<file path="src/rtl/dma_priority_arb.sv">
// Priority resolver and CPU hold handshake for a four-channel 8237A-style DMA controller.
// Synchronizes DREQ, arbitrates fixed or rotating priority and holds one grant per bus tenure.
module dma_priority_arb #(
  parameter int SYNC_STAGES = 2
) (
  input  logic       CLK,
  input  logic       RESET_N,
  input  logic [3:0] DREQ,
  input  logic       HLDA,
  input  logic [3:0] MASK,
  input  logic [3:0] SW_REQ,
  input  logic       CMD_DISABLE,
  input  logic       CMD_ROT_PRIO,
  input  logic       DREQ_SENSE_LOW,
  input  logic       DACK_SENSE_HIGH,
  input  logic       SVC_DONE,
  output logic       HRQ,
  output logic [3:0] DACK,
  output logic [1:0] CH_ACTIVE,
  output logic       CH_VALID,
  output logic [3:0] REQ_STATUS,
  output logic [3:0] SW_REQ_CLR,
  output logic [1:0] DBG_STATE
);

  // Handshake: HRQ is held until the CPU answers with HLDA; a grant lives for the whole
  // HLDA tenure and ends on SVC_DONE (normal) or HLDA falling (abort).
  typedef enum logic [1:0] {
    S_IDLE    = 2'd0,
    S_REQ     = 2'd1,
    S_GRANT   = 2'd2,
    S_RELEASE = 2'd3
  } state_t;

  state_t r_state, w_state_nxt;

  logic [SYNC_STAGES-2:0][3:0] r_sync_raw;
  logic [3:0] r_req_status;
  logic       r_hrq,       w_hrq_nxt;
  logic [3:0] r_grant,     w_grant_nxt;
  logic [1:0] r_ch_active, w_ch_active_nxt;
  logic       r_ch_valid,  w_ch_valid_nxt;
  logic [1:0] r_ptr,       w_ptr_nxt;
  logic [3:0] r_sw_clr,    w_sw_clr_nxt;

  logic [3:0] w_req_eff;
  logic [1:0] w_ptr_eff;
  logic [1:0] w_idx;
  logic [1:0] w_win_ch;
  logic       w_win_found;

  // Polarity is folded into the last stage so the reset value reads as inactive.
  always_ff @(posedge CLK or negedge RESET_N) begin
    if (!RESET_N) begin
      r_sync_raw   <= '0;
      r_req_status <= '0;
    end else begin
      r_sync_raw[0] <= DREQ;
      for (int k = 1; k < SYNC_STAGES - 1; k++) begin
        r_sync_raw[k] <= r_sync_raw[k-1];
      end
      r_req_status <= r_sync_raw[SYNC_STAGES-2] ^ {4{DREQ_SENSE_LOW}};
    end
  end

  assign w_req_eff = (r_req_status & ~MASK) | SW_REQ;
  assign w_ptr_eff = CMD_ROT_PRIO ? r_ptr : 2'd0;

  always_comb begin
    w_win_found = 1'b0;
    w_win_ch    = 2'd0;
    w_idx       = 2'd0;
    for (int k = 0; k < 4; k++) begin
      w_idx = w_ptr_eff + 2'(k);
      if (!w_win_found && w_req_eff[w_idx]) begin
        w_win_found = 1'b1;
        w_win_ch    = w_idx;
      end
    end
  end

  always_ff @(posedge CLK or negedge RESET_N) begin
    if (!RESET_N) begin
      r_state     <= S_IDLE;
      r_hrq       <= 1'b0;
      r_grant     <= '0;
      r_ch_active <= '0;
      r_ch_valid  <= 1'b0;
      r_ptr       <= '0;
      r_sw_clr    <= '0;
    end else begin
      r_state     <= w_state_nxt;
      r_hrq       <= w_hrq_nxt;
      r_grant     <= w_grant_nxt;
      r_ch_active <= w_ch_active_nxt;
      r_ch_valid  <= w_ch_valid_nxt;
      r_ptr       <= w_ptr_nxt;
      r_sw_clr    <= w_sw_clr_nxt;
    end
  end

  always_comb begin
    w_state_nxt     = r_state;
    w_hrq_nxt       = r_hrq;
    w_grant_nxt     = r_grant;
    w_ch_active_nxt = r_ch_active;
    w_ch_valid_nxt  = r_ch_valid;
    w_ptr_nxt       = CMD_ROT_PRIO ? r_ptr : 2'd0;
    w_sw_clr_nxt    = '0;
    case (r_state)
      S_IDLE: begin
        if (!CMD_DISABLE && (w_req_eff != 4'd0)) begin
          w_hrq_nxt   = 1'b1;
          w_state_nxt = S_REQ;
        end
      end
      S_REQ: begin
        if (HLDA) begin
          // Arbitration happens here, so late higher-priority requests still win.
          if (w_win_found) begin
            w_grant_nxt     = 4'b0001 << w_win_ch;
            w_ch_active_nxt = w_win_ch;
            w_ch_valid_nxt  = 1'b1;
            w_state_nxt     = S_GRANT;
          end else begin
            w_hrq_nxt   = 1'b0;
            w_state_nxt = S_RELEASE;
          end
        end else if ((w_req_eff == 4'd0) || CMD_DISABLE) begin
          w_hrq_nxt   = 1'b0;
          w_state_nxt = S_IDLE;
        end
      end
      S_GRANT: begin
        if (SVC_DONE) begin
          w_grant_nxt    = '0;
          w_ch_valid_nxt = 1'b0;
          w_hrq_nxt      = 1'b0;
          w_sw_clr_nxt   = SW_REQ & r_grant;
          if (CMD_ROT_PRIO) begin
            w_ptr_nxt = r_ch_active + 2'd1;
          end
          w_state_nxt = S_RELEASE;
        end else if (!HLDA) begin
          w_grant_nxt    = '0;
          w_ch_valid_nxt = 1'b0;
          w_hrq_nxt      = 1'b0;
          w_state_nxt    = S_IDLE;
        end
      end
      S_RELEASE: begin
        if (!HLDA) begin
          w_state_nxt = S_IDLE;
        end
      end
      default: begin
        w_state_nxt = S_IDLE;
      end
    endcase
  end

  always_comb begin
    HRQ        = r_hrq;
    DACK       = ~(r_grant ^ {4{DACK_SENSE_HIGH}});
    CH_ACTIVE  = r_ch_active;
    CH_VALID   = r_ch_valid;
    REQ_STATUS = r_req_status;
    SW_REQ_CLR = r_sw_clr;
    DBG_STATE  = r_state;
  end

endmodule

</file>
<file path="config.mk">
export PLATFORM = sky130hd
export DESIGN_NAME = dma_priority_arb
export DESIGN_NICKNAME = d
export VERILOG_FILES = /design/src/rtl/dma_priority_arb.sv
export SDC_FILE = /design/constraint.sdc
export NUM_CORES = 1
export LEC_CHECK = 0
export BUFFER_PORTS_ARGS = -buffer_cell sky130_fd_sc_hd__buf_2
export CAP_MARGIN = 5
export CORE_UTILIZATION = 54
export DETAILED_ROUTE_END_ITERATION = 7
export PLACE_DENSITY = 0.86
export SLEW_MARGIN = 20
export SYNTH_ARGS = -nofsm -noshare
export SYNTH_HDL_FRONTEND = slang
export SYNTH_SLANG_ARGS = --single-unit
</file>
<file path="constraint.sdc">
create_clock -name CLK -period 4.1 [get_ports CLK]
set_input_delay 0.41 -clock CLK [delete_from_list [all_inputs] [get_ports CLK]]
set_output_delay 0.41 -clock CLK [all_outputs]
set_load 0.01 [all_outputs]
</file>
Yosys cells after proc, flatten, opt, wreduce, memory -nomap -nowiden:

Index checks and enable logic that the tools add are counted.

* add/sub/neg operators: 4
* magnitude comparators: 4
* eq/ne operators: 9
* shift operators: 1
* multiplexer cells: 44
* bitwise gates (word level): 7
* reductions and logical operators: 18

Operators by type and width (number)
* 2-bit two-way mux: 13
* 4-bit two-way mux: 6
* 1-bit two-way mux: 17
* 2-bit by 3-bit < comparator with 1-bit output (second input constant): 4
* 3-bit != test (second input constant): 3
* 4-bit bitwise AND: 2
* 1-bit binary-select mux with 2-bit select: 4
* 4-bit inverter: 2
* 2-bit case mux with 4 select lines: 1
* 4-bit case mux with 2 select lines: 1
* 4-bit bitwise XOR: 2
* 2-bit != test (second input constant): 3
* 5-bit AND reduction: 1
* 2-bit by 1-bit adder with 2-bit output (second input constant): 2
* 2-bit adder (second input constant): 2
* 2-bit == test (second input constant): 2
* 1-bit logical AND: 4
* 1-bit logical NOT: 4
* 4-bit logical NOT: 1
* 4-bit OR: 1
* 4-bit AND reduction: 1
* 4-bit nonzero test: 1
* 1-bit by 2-bit << shifter with 4-bit output (first input constant): 1
* 1-bit case mux with 3 select lines: 1
* other kinds (8): 8

* flip-flop bits (word level): 24
* input bits: 20
* output and inout port bits: 18
* logic and storage cells: 96

Logic depth before layout (Yosys ltp):

* depth after elaboration: 19
* gate-level depth with buffers: 7
* gate-level depth less buffers: 7

Worst setup path before layout:

No wires, ideal clock.

* kind: flip-flop to flip-flop
* start point: register r_state[1], in the netlist DBG_STATE[1]
* end point: register r_hrq, in the netlist HRQ
* library setup time: 0.123 ns
* arrival time: 1.471 ns
* required time: 3.977 ns
* setup slack: 2.507 ns
* cell stages (with the launch flop): 7
* buffers on the path: 0
* period minus slack after synthesis: 1.593 ns
* cells stage by stage: dfrtp_1 -> inv_1 -> ha_1 -> and2b_1 -> mux2_4 -> nand3b_4 -> mux2i_1

* longest elaborated chain between the ends: 3
* elaborated cells between the ends (all ways): 10

RTL lines
* start: declaration: RTL line 35 `state_t r_state, w_state_nxt;`
* start signal: assignment: RTL line 92 `r_state <= w_state_nxt;`
* 2-bit by 1-bit == test with 1-bit output (tied with other cells): RTL line 110 `case (r_state)`
* 3-bit != test (no line) (tied with other cells)
* 5-bit AND reduction (no line)
* end signal: assignment: RTL line 93 `r_hrq <= w_hrq_nxt;`
* end: declaration: RTL line 39 `logic r_hrq, w_hrq_nxt;`

Several ways; a longest one is shown, not always the timed one.
A chain may end at the register's enable or synchronous reset.

Worst setup path after layout:

* start point: register r_state[1], in the netlist DBG_STATE[1]
* end point: register r_state[0], in the netlist DBG_STATE[0]

* longest elaborated chain between the ends: 3
* elaborated cells between the ends (all ways): 8

RTL lines (RTL line)
* 2-bit by 1-bit == test with 1-bit output or 2-bit logical NOT (tied branches): 110
* 3-bit != test (no line) or 2-bit != test (tied branches)
* 2-bit AND reduction (no line)

Several ways; a longest one is shown, not always the timed one.

==> results.toml <==
[status]
result_of_the_run = "finished clean"

[clock_network]
cts.sink_count = 24
cts_setup_buffers = 0
tritoncts = "yes"
ctsHoldBuffers = 0
worst_setup_hold_path_clk_slew_ns = 0.13
cts_inserted_buffers = 3
clock_insertion_delay_worst_skew_ns = 0.32
cts_buffer_depth = 2
cts-htree-levels = 1
clk_root_buffer_cell = "clkbuf_4"
post_cts_resize_count = 0

[synthesis]
synth_top_flop_cell = "dfrtp_1"
yosys.cell_count.top_type = "dfrtp_1"
synth_async_sr_flop_share_pct = 100.0
ys_ff_latch = 24
synth.avg_cell_area_sq_um = 11.48
mappedNetlistNets = 135
ys.warnings.count = 0
synth.cells.most_frequent = "dfrtp_1 (24), inv_1 (8), nand2_1 (6), o21ai_0 (6)"
synth_area_leaders = "dfrtp_1 (48%), ha_1 (5.0%), xnor2_1 (3.5%), nand3b_4 (3.2%), a22o_1 (2.8%)"
syn_inst = 110
post_synth_num_cell_types = 39
post_synth_instance_area_sq_um = 1262
number_of_synthesized_flops_with_an_enable_pin = 0
synth-seq-area-share_pct = 47.57
synth_largest_area_cell = "dfrtp_1"
synth_top_area_share_pct = 47.57

[grt]
global_route.usage.met1_pct = 24.80
grt_start_max_net_pins = 25
gr-usage-met3_pct = 3.030
gr-total-overflow = 0
globalRouteMet2Util_pct = 38.67
grt_pass1_vias = 970
grt_pass1_wl_mm = 4.098
grt_antenna_before_repair = 0
top_usage_layer = "met2"
grt_use_total_pct = 22.25

[setup_path]
crit_required_ns = 4.31
path_max_fanout = 6
r2r_start = "DBG_STATE[1]$_DFFE_PN0P_"
crit_top_cell = "o21ai_0"
crit_path_top_delay_cell = "dfrtp_1"
critical-path-max-stage-delay_ns = 0.46
r2r-end = "DBG_STATE[0]$_DFFE_PN0P_"
timing.critical_path.cells = "inv_1 -> ha_1 -> and2b_1 -> mux2_4 -> o21ai_0 -> o21ai_0"
criticalPathCategory = "register to register"
reg2reg_depth = 6
ff2ff_setup_slack_ns = 2.38
critical_path_start_type = "register"
setup.worst_path.end_class = "register"
critical_path_arrival_ns = 1.93

[flow_run]
drv.max_cap_violation_count = 0

[floorplanning]
core.rowCount = 17
effective_utilization_at_floorplan_pct = 57.07
die_w_microns = 50.35
core_area_sq_um = 2212
num_io_pins = 38
die_h_microns = 50.35
dieArea_sq_um = 2535

[power_and_ir_drop]
power_leakage_nw = 0.8092
finalPower_uw = 865.9
worst_case_vdd_ir_drop_v = 0.0003690
power_density_over_the_cells_nw_per_um2 = 566.8

[route]
post_drt_wl_per_cell_microns = 13.68
drt_drc_violations_left = 0
vias = 982
routed_wirelength_mm = 2.421
postRouteAntennaNets = 0
dr_vias_cell = 5.548
detailedRoute.firstPassIterationCount = 4
drt_iter0_drc = 22

[timing]
timing.slew.headroom_pct = 65.07
report.final.hold_viol_count = 0
final.period_utilization_pct = 41.93
setup_viol_count_final = 0
worst_clock_skew_ns = 0.001537
worstMarginPinSlew_ns = 0.5240
unrepaired_setup_endpoints_after_global_routing = "no"
final.min_clock_period_ns = 1.719
fmax_mhz = 581.7
fin_setup_tns_ns = 0
final_max_slew_viol_count = 0

[final_layout]
layout.core_utilization_pct = 69.06
antennaDiodeCount = 0
fillCellCount = 167
nets = 175
final_layout_size_suffix_gt1_share_pct = 35.57
final_area_sq_um = 1528
synthToLayoutAreaGrowth_pct = 21.01

[worst_hold_path]
hold_path_class = "input port to async pin"

[place]
gp_routability_congestion = 0.7145
detailed_place.area_sq_um = 1475
placement.io_buffers = 37
detailed_place_hpwl_mm = 1.877
==> cell type report <==
class | instances | area (sq um) | share of cell area, %
repair buffers | 37 | 185.2 | 12.12
well taps | 28 | 35.03 | 2.293
clock inverters | 1 | 30.03 | 1.966
clock buffers | 3 | 22.52 | 1.474
multi-input cells | 76 | 624.3 | 40.87
inverters | 8 | 30.03 | 1.966
flip-flops and latches | 24 | 600.6 | 39.31
==> state kept, by name, summed over array words and instances (netlist names) <==
name and flops:
REQ_STATUS 4, CH_ACTIVE 2, r_sync_raw 4, SW_REQ_CLR 4, HRQ 1, CH_VALID 1
r_ptr 2, DBG_STATE 2, r_grant 4
==> per-layer routing <==
metal,wire (microns),vias up
li1,-,475
met1,1029,457
met2,1173,40
met3,123,10
met4,95,0
met5,0,-
==> cells by family (layout without fill, tap and decap cells) <==
logic type | count (synthesis) | after routing | share of synthesized area [%]
multiplexers | 4 | 4 | 3.667
AND/OR/NAND/NOR | 24 | 24 | 12.49
flip-flops | 24 | 24 | 47.57
AO/OA/AOI/OAI | 34 | 34 | 22.10
XOR/XNOR | 9 | 9 | 6.243
buffers and inverters | 10 | 49 | 2.974
adder cells (fa/ha/maj) | 5 | 5 | 4.955
==> worst max-delay path, delay by kind of cell (launching register included) <==
| family | cells | cell delay (ns) |
|---|---|---|
| adder cells (fa/ha/maj) | 1 | 0.29 |
| buffers and inverters | 1 | 0.11 |
| multiplexers | 1 | 0.27 |
| AND/OR/NAND/NOR | 1 | 0.20 |
| flip-flops | 1 | 0.46 |
| AO/OA/AOI/OAI | 2 | 0.28 |
==> cells in the final DEF (no fill, tap or decap), types with 2 or more instances in the layout <==
| cell | netlist | routed |
|---|---|---|
| buf_2 | 0 | 37 |
| dfrtp_1 | 24 | 24 |
| inv_1 | 8 | 8 |
| nand2_1 | 6 | 6 |
| o21ai_0 | 6 | 6 |
| xnor2_1 | 5 | 5 |
| ha_1 | 5 | 5 |
| xor2_1 | 4 | 4 |
| and3_1 | 4 | 4 |
| nor2_1 | 4 | 4 |
| a22o_1 | 4 | 4 |
| a21oi_1 | 3 | 3 |
| clkbuf_4 | 0 | 3 |
| o211a_1 | 2 | 2 |
| a21oi_4 | 2 | 2 |
| a21oi_2 | 2 | 2 |
| mux2i_1 | 2 | 2 |
| o22ai_1 | 2 | 2 |
| nand3b_4 | 2 | 2 |
| nor2b_1 | 2 | 2 |
| o31ai_1 | 2 | 2 |
==> through the flow <==
| step | setup slack [ns] | hold WS [ns] | instances |
|---|---|---|---|
| 2_1_floorplan | 2.507 | 0.1144 | 110 |
| 3_3_place_gp | 2.410 | 0.4007 | 173 |
| 3_5_place_dp | 2.368 | 0.4118 | 173 |
| 4_1_cts | 2.392 | 0.04206 | 177 |
| 5_1_grt | 2.282 | 0.06203 | 177 |
| 6_report | 2.381 | 0.03997 | 177 |
==> how the worst max path moves through the flow <==
stage	from	endpoint	slack, ns	depth (start not counted)
floorplan	DBG_STATE[1]$_DFFE_PN0P_	HRQ$_DFFE_PN0P_	2.51	6
CTS	DBG_STATE[1]$_DFFE_PN0P_	DBG_STATE[0]$_DFFE_PN0P_	2.39	6
global route	DBG_STATE[1]$_DFFE_PN0P_	DBG_STATE[0]$_DFFE_PN0P_	2.28	6
global placement	MASK[2]	r_grant[0]$_DFFE_PN0P_	2.41	7
finish	DBG_STATE[1]$_DFFE_PN0P_	DBG_STATE[0]$_DFFE_PN0P_	2.38	6
detailed placement	MASK[2]	r_grant[1]$_DFFE_PN0P_	2.37	7
==> where the power goes <==
part / switching, mW / internal (mW) / total (mW)
Sequential: 0.0518 / 0.291 / 0.343
Combinational: 0.183 / 0.169 / 0.352
Clock: 0.0726 / 0.0990 / 0.172
Power figures use the tool's default switching activity.
